### src/rtl/decode_stage_if.sv
// Fetch -> decode -> execute handshake bundle for decode_stage.
// The master side is the surrounding pipeline; the slave side is the decode stage.
interface decode_stage_if;
  logic        in_valid;
  logic        in_ready;
  logic [31:0] in_pc;
  logic [31:0] in_instr;
  logic        flush;
  logic        out_valid;
  logic        out_ready;
  logic [31:0] out_pc;
  logic [4:0]  out_rd;
  logic [4:0]  out_rs1;
  logic [4:0]  out_rs2;
  logic [2:0]  out_funct3;
  logic        out_funct7b5;
  logic [31:0] out_imm;
  logic [3:0]  out_class;
  logic        out_reg_write;
  logic        out_illegal;

  modport master (
    output in_valid, in_pc, in_instr, flush, out_ready,
    input  in_ready, out_valid, out_pc, out_rd, out_rs1, out_rs2, out_funct3,
           out_funct7b5, out_imm, out_class, out_reg_write, out_illegal
  );

  modport slave (
    input  in_valid, in_pc, in_instr, flush, out_ready,
    output in_ready, out_valid, out_pc, out_rd, out_rs1, out_rs2, out_funct3,
           out_funct7b5, out_imm, out_class, out_reg_write, out_illegal
  );
endinterface

### src/rtl/decode_stage.sv
// Single-register RV32I decode stage with valid/ready handshake and flush.
// Optional macro ILLEGAL_TRAP_EN: flag unsupported opcodes via out_illegal instead of decoding them as NOP.
module decode_stage (
  input  logic           clk,
  input  logic           reset,
  decode_stage_if.slave  bus
);

  localparam logic [6:0] OP_OP     = 7'b0110011;
  localparam logic [6:0] OP_IMM    = 7'b0010011;
  localparam logic [6:0] OP_LOAD   = 7'b0000011;
  localparam logic [6:0] OP_STORE  = 7'b0100011;
  localparam logic [6:0] OP_BRANCH = 7'b1100011;
  localparam logic [6:0] OP_LUI    = 7'b0110111;
  localparam logic [6:0] OP_AUIPC  = 7'b0010111;
  localparam logic [6:0] OP_JAL    = 7'b1101111;
  localparam logic [6:0] OP_JALR   = 7'b1100111;

  function automatic logic signed [31:0] imm_i(input logic [31:0] ins);
    logic signed [11:0] f;
    logic signed [31:0] r;
    f = ins[31:20];
    r = f;
    return r;
  endfunction

  function automatic logic signed [31:0] imm_s(input logic [31:0] ins);
    logic signed [11:0] f;
    logic signed [31:0] r;
    f = {ins[31:25], ins[11:7]};
    r = f;
    return r;
  endfunction

  function automatic logic signed [31:0] imm_b(input logic [31:0] ins);
    logic signed [12:0] f;
    logic signed [31:0] r;
    f = {ins[31], ins[7], ins[30:25], ins[11:8], 1'b0};
    r = f;
    return r;
  endfunction

  function automatic logic signed [31:0] imm_u(input logic [31:0] ins);
    logic signed [31:0] r;
    r = {ins[31:12], 12'b0};
    return r;
  endfunction

  function automatic logic signed [31:0] imm_j(input logic [31:0] ins);
    logic signed [20:0] f;
    logic signed [31:0] r;
    f = {ins[31], ins[19:12], ins[20], ins[30:21], 1'b0};
    r = f;
    return r;
  endfunction

  logic [6:0]         opcode;
  logic [4:0]         dec_rd;
  logic signed [31:0] dec_imm;
  logic [3:0]         dec_class;
  logic               dec_wr;
  logic               dec_known;
  logic               dec_illegal;
  logic               accept;
  logic               load;

  logic               vld_p1;
  logic [31:0]        pc_p1;
  logic [4:0]         rd_p1;
  logic [4:0]         rs1_p1;
  logic [4:0]         rs2_p1;
  logic [2:0]         funct3_p1;
  logic               funct7b5_p1;
  logic signed [31:0] imm_p1;
  logic [3:0]         class_p1;
  logic               reg_write_p1;
  logic               illegal_p1;

  assign opcode = bus.in_instr[6:0];
  assign dec_rd = bus.in_instr[11:7];

  always_comb begin
    dec_imm   = '0;
    dec_class = 4'b0000;
    dec_wr    = 1'b0;
    dec_known = 1'b1;
    case (opcode)
      OP_OP:     dec_wr = 1'b1;
      OP_IMM:    begin dec_imm = imm_i(bus.in_instr); dec_wr = 1'b1; end
      OP_LOAD:   begin dec_imm = imm_i(bus.in_instr); dec_wr = 1'b1; dec_class = 4'b0001; end
      OP_STORE:  begin dec_imm = imm_s(bus.in_instr); dec_class = 4'b0010; end
      OP_BRANCH: begin dec_imm = imm_b(bus.in_instr); dec_class = 4'b0100; end
      OP_LUI,
      OP_AUIPC:  begin dec_imm = imm_u(bus.in_instr); dec_wr = 1'b1; end
      OP_JAL:    begin dec_imm = imm_j(bus.in_instr); dec_wr = 1'b1; dec_class = 4'b1000; end
      OP_JALR:   begin dec_imm = imm_i(bus.in_instr); dec_wr = 1'b1; dec_class = 4'b1000; end
      default:   dec_known = 1'b0;
    endcase
    // Writes to x0 are architecturally discarded, so never request them.
    if (dec_rd == 5'd0)
      dec_wr = 1'b0;
  end

`ifdef ILLEGAL_TRAP_EN
  assign dec_illegal = !dec_known;
`else
  assign dec_illegal = 1'b0;
`endif

  assign bus.in_ready = !vld_p1 || bus.out_ready;
  assign accept       = bus.in_valid && bus.in_ready;
  // An all-zero word is the fetch reset bubble: consumed but never emitted.
  assign load         = accept && !bus.flush && (bus.in_instr != 32'h0);

  // ---- stage p1: decoded bundle register ----
  always_ff @(posedge clk or posedge reset) begin
    if (reset) begin
      vld_p1       <= 1'b0;
      pc_p1        <= '0;
      rd_p1        <= '0;
      rs1_p1       <= '0;
      rs2_p1       <= '0;
      funct3_p1    <= '0;
      funct7b5_p1  <= 1'b0;
      imm_p1       <= '0;
      class_p1     <= '0;
      reg_write_p1 <= 1'b0;
      illegal_p1   <= 1'b0;
    end else begin
      if (bus.flush)
        vld_p1 <= 1'b0;
      else if (accept)
        vld_p1 <= load;
      else if (bus.out_ready)
        vld_p1 <= 1'b0;

      if (load) begin
        pc_p1        <= bus.in_pc;
        rd_p1        <= dec_rd;
        rs1_p1       <= bus.in_instr[19:15];
        rs2_p1       <= bus.in_instr[24:20];
        funct3_p1    <= bus.in_instr[14:12];
        funct7b5_p1  <= bus.in_instr[30];
        imm_p1       <= dec_imm;
        class_p1     <= dec_class;
        reg_write_p1 <= dec_wr;
        illegal_p1   <= dec_illegal;
      end
    end
  end

  assign bus.out_valid     = vld_p1;
  assign bus.out_pc        = pc_p1;
  assign bus.out_rd        = rd_p1;
  assign bus.out_rs1       = rs1_p1;
  assign bus.out_rs2       = rs2_p1;
  assign bus.out_funct3    = funct3_p1;
  assign bus.out_funct7b5  = funct7b5_p1;
  assign bus.out_imm       = imm_p1;
  assign bus.out_class     = class_p1;
  assign bus.out_reg_write = reg_write_p1;
  assign bus.out_illegal   = illegal_p1;

endmodule

### src/flat_wrapper.sv
// flat-port wrapper written by rule: the top's interface ports become plain ports
module decode_stage_flat 
  (clk, reset, bus_in_valid, bus_in_pc, bus_in_instr, bus_flush, bus_out_ready, bus_in_ready, bus_out_valid, bus_out_pc, bus_out_rd, bus_out_rs1, bus_out_rs2, bus_out_funct3, bus_out_funct7b5, bus_out_imm, bus_out_class, bus_out_reg_write, bus_out_illegal);
  decode_stage_if bus_i ();
  input  logic clk;
  input  logic reset;
  input wire logic [$bits(bus_i.in_valid)-1:0] bus_in_valid;
  input wire logic [$bits(bus_i.in_pc)-1:0] bus_in_pc;
  input wire logic [$bits(bus_i.in_instr)-1:0] bus_in_instr;
  input wire logic [$bits(bus_i.flush)-1:0] bus_flush;
  input wire logic [$bits(bus_i.out_ready)-1:0] bus_out_ready;
  output wire logic [$bits(bus_i.in_ready)-1:0] bus_in_ready;
  output wire logic [$bits(bus_i.out_valid)-1:0] bus_out_valid;
  output wire logic [$bits(bus_i.out_pc)-1:0] bus_out_pc;
  output wire logic [$bits(bus_i.out_rd)-1:0] bus_out_rd;
  output wire logic [$bits(bus_i.out_rs1)-1:0] bus_out_rs1;
  output wire logic [$bits(bus_i.out_rs2)-1:0] bus_out_rs2;
  output wire logic [$bits(bus_i.out_funct3)-1:0] bus_out_funct3;
  output wire logic [$bits(bus_i.out_funct7b5)-1:0] bus_out_funct7b5;
  output wire logic [$bits(bus_i.out_imm)-1:0] bus_out_imm;
  output wire logic [$bits(bus_i.out_class)-1:0] bus_out_class;
  output wire logic [$bits(bus_i.out_reg_write)-1:0] bus_out_reg_write;
  output wire logic [$bits(bus_i.out_illegal)-1:0] bus_out_illegal;
  assign bus_i.in_valid = bus_in_valid;
  assign bus_i.in_pc = bus_in_pc;
  assign bus_i.in_instr = bus_in_instr;
  assign bus_i.flush = bus_flush;
  assign bus_i.out_ready = bus_out_ready;
  assign bus_in_ready = bus_i.in_ready;
  assign bus_out_valid = bus_i.out_valid;
  assign bus_out_pc = bus_i.out_pc;
  assign bus_out_rd = bus_i.out_rd;
  assign bus_out_rs1 = bus_i.out_rs1;
  assign bus_out_rs2 = bus_i.out_rs2;
  assign bus_out_funct3 = bus_i.out_funct3;
  assign bus_out_funct7b5 = bus_i.out_funct7b5;
  assign bus_out_imm = bus_i.out_imm;
  assign bus_out_class = bus_i.out_class;
  assign bus_out_reg_write = bus_i.out_reg_write;
  assign bus_out_illegal = bus_i.out_illegal;
  decode_stage u_core (.clk(clk), .reset(reset), .bus(bus_i));
endmodule
### config.mk
export PLATFORM = sky130hd
export DESIGN_NAME = decode_stage_flat
export DESIGN_NICKNAME = d
export VERILOG_FILES = /design/src/rtl/decode_stage_if.sv /design/src/rtl/decode_stage.sv /design/src/flat_wrapper.sv
export SDC_FILE = /design/constraint.sdc
export NUM_CORES = 1
export LEC_CHECK = 0
export BUFFER_PORTS_ARGS = -buffer_cell sky130_fd_sc_hd__buf_2
export CAP_MARGIN = 30
export CORE_AREA = 2 2 136 72
export CTS_BUF_LIST = sky130_fd_sc_hd__clkbuf_8
export CTS_CLUSTER_SIZE = 14
export DETAILED_ROUTE_END_ITERATION = 8
export DIE_AREA = 0 0 138 74
export PLACE_DENSITY = 0.76
export SKIP_CTS_REPAIR_TIMING = 1
export SLEW_MARGIN = 30
export SYNTH_ARGS = -nofsm -noshare
export SYNTH_HDL_FRONTEND = slang
export SYNTH_SLANG_ARGS = --single-unit
### constraint.sdc
create_clock -name clk -period 2.2 [get_ports clk]
set_input_delay 0.11 -clock clk [delete_from_list [all_inputs] [get_ports clk]]
set_output_delay 0.11 -clock clk [all_outputs]
set_load 0.01 [all_outputs]
; ---- Word level (Yosys, flattened, before mapping)
; Cells that the tools add are included.
[word_totals]
register_bits = 89
latch_bits = 0
mem_bits_rw = 0
rom_bits = 0
input_bits = 69
elab_cells = 39
memories = 0
[op_classes]
addsub = 0
mul = 0
div = 0
magnitude_cmp = 0
n_eq_ne = 9
n_shift = 0
n_mux = 7
bitwise = 0
reduce_logical = 13
[op_table]
columns = operator, n
row1 = $pmux 32 s5, 1
row2 = $reduce_bool 32->1, 1
row3 = $eq 7x6->1 const B, 3
row4 = $eq 7x7->1 const B, 3
row5 = $pmux 4 s4, 1
row6 = $eq 7x5->1 const B, 2
row7 = $eq 7x2->1 const B, 1
row8 = $reduce_or 7->1, 1
row9 = $logic_not 5->1, 1
row10 = $mux 1, 5
row11 = $reduce_or 2->1, 2
row12 = $logic_and 1x1->1, 3
row13 = $reduce_bool 3->1, 1
row14 = $reduce_or 3->1, 1
row15 = $logic_not 1->1, 2
row16 = $logic_or 1x1->1, 1

; ---- Depth between registers and ports, before layout
[depth]
depth_word = 7
ltp_mapped = 6

; ---- Worst setup path after synthesis
; No wires, ideal clock.
[synth_timing]
path_type = input to register
start = input port bus_in_instr[23]
end = register u_core.funct3_p1[0], in the netlist u_core.bus.out_funct3[0]
setup_time_ps = 128
arrival_time_ps = 2083
required_ps = 2072
slack_ps = -10
cell_stages = 5
n_path_buf = 1
path_cell_list = or4_1 -> or4_1 -> o31ai_2 -> buf_2 -> mux2_1
[synth_between]
elab_chain_cells = 2
[synth_lines]
columns = element, line_no
row1 = start: declaration, flat_wrapper.sv:9  ; input wire logic [$bits(bus_i.in_instr)-1:0] bus_in_instr;
row2 = $reduce_bool 32->1, decode_stage.sv:113  ; assign load = accept && !bus.flush && (bus.in_instr != 32'h0);
row3 = $logic_and 1x1->1, decode_stage.sv:113
row4 = end signal: assignment, decode_stage.sv:142  ; funct3_p1 <= bus.in_instr[14:12];
row5 = end: declaration, decode_stage.sv:72  ; logic [2:0] funct3_p1;
; Every way passes these cells.
; A chain may end at the register's enable or synchronous reset.

; ---- Worst setup path in the final report
[layout_timing]
start = input port bus_in_instr[5]
end = register u_core.pc_p1[17], in the netlist u_core.bus.out_pc[17]
[layout_between]
elab_chain_cells = 2
[layout_lines]
columns = element, line_no
row1 = $reduce_bool 32->1, decode_stage.sv:113
row2 = $logic_and 1x1->1, decode_stage.sv:113
row3 = end signal: assignment, decode_stage.sv:138  ; pc_p1 <= bus.in_pc;
row4 = end: declaration, decode_stage.sv:68  ; logic [31:0] pc_p1;
; Every way passes these cells.

==> metrics.txt <==
Die Wd=roughly 140 microns; period utilization=95.3%; Seq/Total Area, Yosys=56.7%; DIE AREA=just over 10000 sq um; CTS tree=done; WL/cell=18.3 microns; final worst slack=104 ps; H-tree level count=3; setup TNS=0 ps; Final Power=4080 uW; status=completed; Pwr Density=731 nW/um^2; Clk pwr share=32.6%; num rows=25; Vias/cell=5.43; pin count of the biggest net entering global routing=90; Sw Ratio=27.2%; VDD IR max=about 0.41 mV; Die Y-Extent=74 microns; Syn. warnings=0; area of the mapped netlist=around 3900 sq um; Max Cap Viol=0; met2 Usage GRT=about a third; class of the worst hold path=input pin to flip-flop; met3 Use GR=8.69%; Global Route Usage Sum=22.5%; Slew Limit Fails=0; Antenna diodes=0; initial core utilization=43.3%; busiest grt layer=met2; Final min period=roughly 2100 ps; Final Hold Vio Count=0; clk sinks=89; worst-path fanout max=34; internal power=2970 uW; Leakage=0.00285 uW; number of global-route vias before repair=between 3k and 4k; global route overflow=0; Post-synth top flop=dfrtp_1; GPL Wtd Cong=0.862; number of DRC markers in iteration 0=190; drt pass-1 iters=5; Setup crit start kind=input pin; first-pass GRT wire length=17.7 mm; count of cell types in the netlist=42; kind of critical path=input pin to flip-flop; Synth Instances=317; max-slew headroom at the worst pin=55.8%; Core Area=9070 sq um; number of flops mapped to enable cells by yosys=0; IO Port Bufs=158; DRC Markers=0; Max clock buf depth=2; post-synthesis register bit count=between 80 and 90; hold wc startpoint=bus_in_instr[19]; critical path capture point type=flip-flop; CP arrival=2330 ps; Crit. Startpoint=bus_in_instr[5]; worst reg2reg path startpoint=u_core.bus.out_valid; Final setup violation count=0; GR Util met1=31.6%; area grow syn2layout=41.9%; post-detail-place hpwl=8.55 mm; net switching power=about 1100 uW; WL final=around 12 mm; async set-reset flop share out of synthesis=100%; Syn Area/Cell=12.4 sq um; latest clock arrival within the worst-skew pair=360 ps; I/O pin count=160; Post-DRT Antenna Nets=0; WP data required=2440 ps; root buffer cell=clkbuf_8; Synth Net Count=386; Setup WS pre-CTS=-263 ps; Fill cells=about 760; CTS clk-pin slew, worst paths=around 80 ps; initial antenna violation count=0; total CTS buffers=9; layout cells sized above 1=38.2%; Reg2Reg Depth=6; FMAX=roughly 480 MHz; RSZ-0062 raised after global routing=no; Seq pwr share=47.5%; Tightest Pin Transition=approximately 660 ps; Final nets=587; Comb pwr share=19.9%; fin util=61.5%; Hold Path Stages=2; Clock Skew=8.18 ps; via count=3496
[kinds of logic after synthesis]
kind of cell / after synthesis / share of synthesized area (%)
buffers and inverters: 46 / 4.81
and+or+nand+nor: 50 / 7.29
muxes: 53 / 15.2
AOI/OAI and AO/OA: 78 / 16.0
DFF: 89 / 56.7
other: 1 / 0.0954
[worst max-delay path: stages]
cell	delay [ps]
buf_2	110
or4_1	610
or4_1	510
o31ai_4	370
buf_12	260
mux2_1	350
[worst paths after layout]
check | end | slack [ps]
min reg2reg | u_core.bus.out_class[1] | 480
max | u_core.bus.out_pc[17] | 100
min | u_core.bus.out_rs1[4] | 6
max in group asynchronous | u_core.bus.out_class[2] | 1410
max reg2reg | u_core.bus.out_reg_write | 400
min in group asynchronous | u_core.bus.out_reg_write | 400
[per-stage QoR]
| step | std cells | instance area (sq um) | hold slack [ps] |
|---|---|---|---|
| finish | 644 | 5580 | 6.38 |
| global route | 644 | 5580 | 11.8 |
| CTS | 609 | 5230 | -108 |
| detailed placement | 593 | 4990 | 297 |
| global placement | 593 | 4990 | 282 |
| floorplan | 317 | 3930 | 222 |
[routing by layer]
layer,share of wire [%],up-vias
met3,9.0,15
met5,0,-
li1,-,1588
met4,0.84,0
met2,44,167
met1,46,1726
[sequential cells by signal, indices dropped and copies added, names as in the netlist]
signal                    count
u_core.bus.out_imm           32
u_core.bus.out_funct3         3
u_core.bus.out_class          4
u_core.bus.out_rs1            5
u_core.bus.out_valid          1
u_core.bus.out_reg_write      1
u_core.bus.out_rd             5
u_core.bus.out_pc            32
u_core.bus.out_rs2            5
u_core.bus.out_funct7b5       1
[layout make-up]
class / count / area (sq um) / area share, %
sequential: 89 / 2230 / 39.9
multi-input combinational: 182 / 1530 / 27.5
timing repair buffer: 216 / 1350 / 24.2
tap: 121 / 151 / 2.71
clock buffer: 9 / 124 / 2.22
clock inverter: 7 / 111 / 2.00
inverter: 20 / 78.8 / 1.41
[power by group through the flow]
stage	Combinational, uW	Sequential [uW]	Clock, uW
final	813	1940	1330
after global routing	886	1960	1420
after CTS	770	1940	1370
after detailed placement	769	1960	0
after global placement	740	1950	0
after floorplan	267	2060	0
[cell usage after synthesis (3+ instances only)]
library cell,instances,area (sq um)
a32oi_1,11,96.3
inv_1,20,75.1
nand2b_1,3,18.8
nand3_1,11,55.1
and3_1,3,18.8
nor2_1,6,22.5
o211ai_1,8,60.1
a21o_1,9,67.6
nand2_1,4,15.0
mux2_1,52,586
a32o_1,3,30.0
a2111oi_0,6,52.6
a22o_1,19,166
buf_2,7,35.0
a31oi_1,11,68.8
dfrtp_1,89,2230
or4_1,3,22.5
clkbuf_1,17,63.8
nor4_1,6,37.5
[placed cells by master (no fill, tap or decap), drive strengths merged, types with 2 or more instances in the layout]
| cell | n |
|---|---|
| inv | 21 |
| a2111oi | 6 |
| clkinv | 2 |
| or4 | 3 |
| mux2 | 52 |
| a22o | 19 |
| clkbuf | 9 |
| nand2 | 4 |
| o211ai | 8 |
| nor2 | 6 |
| a31oi | 11 |
| a32o | 3 |
| a21o | 9 |
| dlygate4sd3 | 35 |
| dfrtp | 89 |
| buf | 181 |
| nor2b | 2 |
| nor3 | 2 |
| nand3 | 11 |
| and2 | 2 |
| nand2b | 3 |
| and3 | 3 |
| or3 | 2 |
| o31ai | 2 |
| nor4 | 6 |
| o21ai | 2 |
| a32oi | 11 |
| bufinv | 3 |
Power figures use the tool's default switching activity.
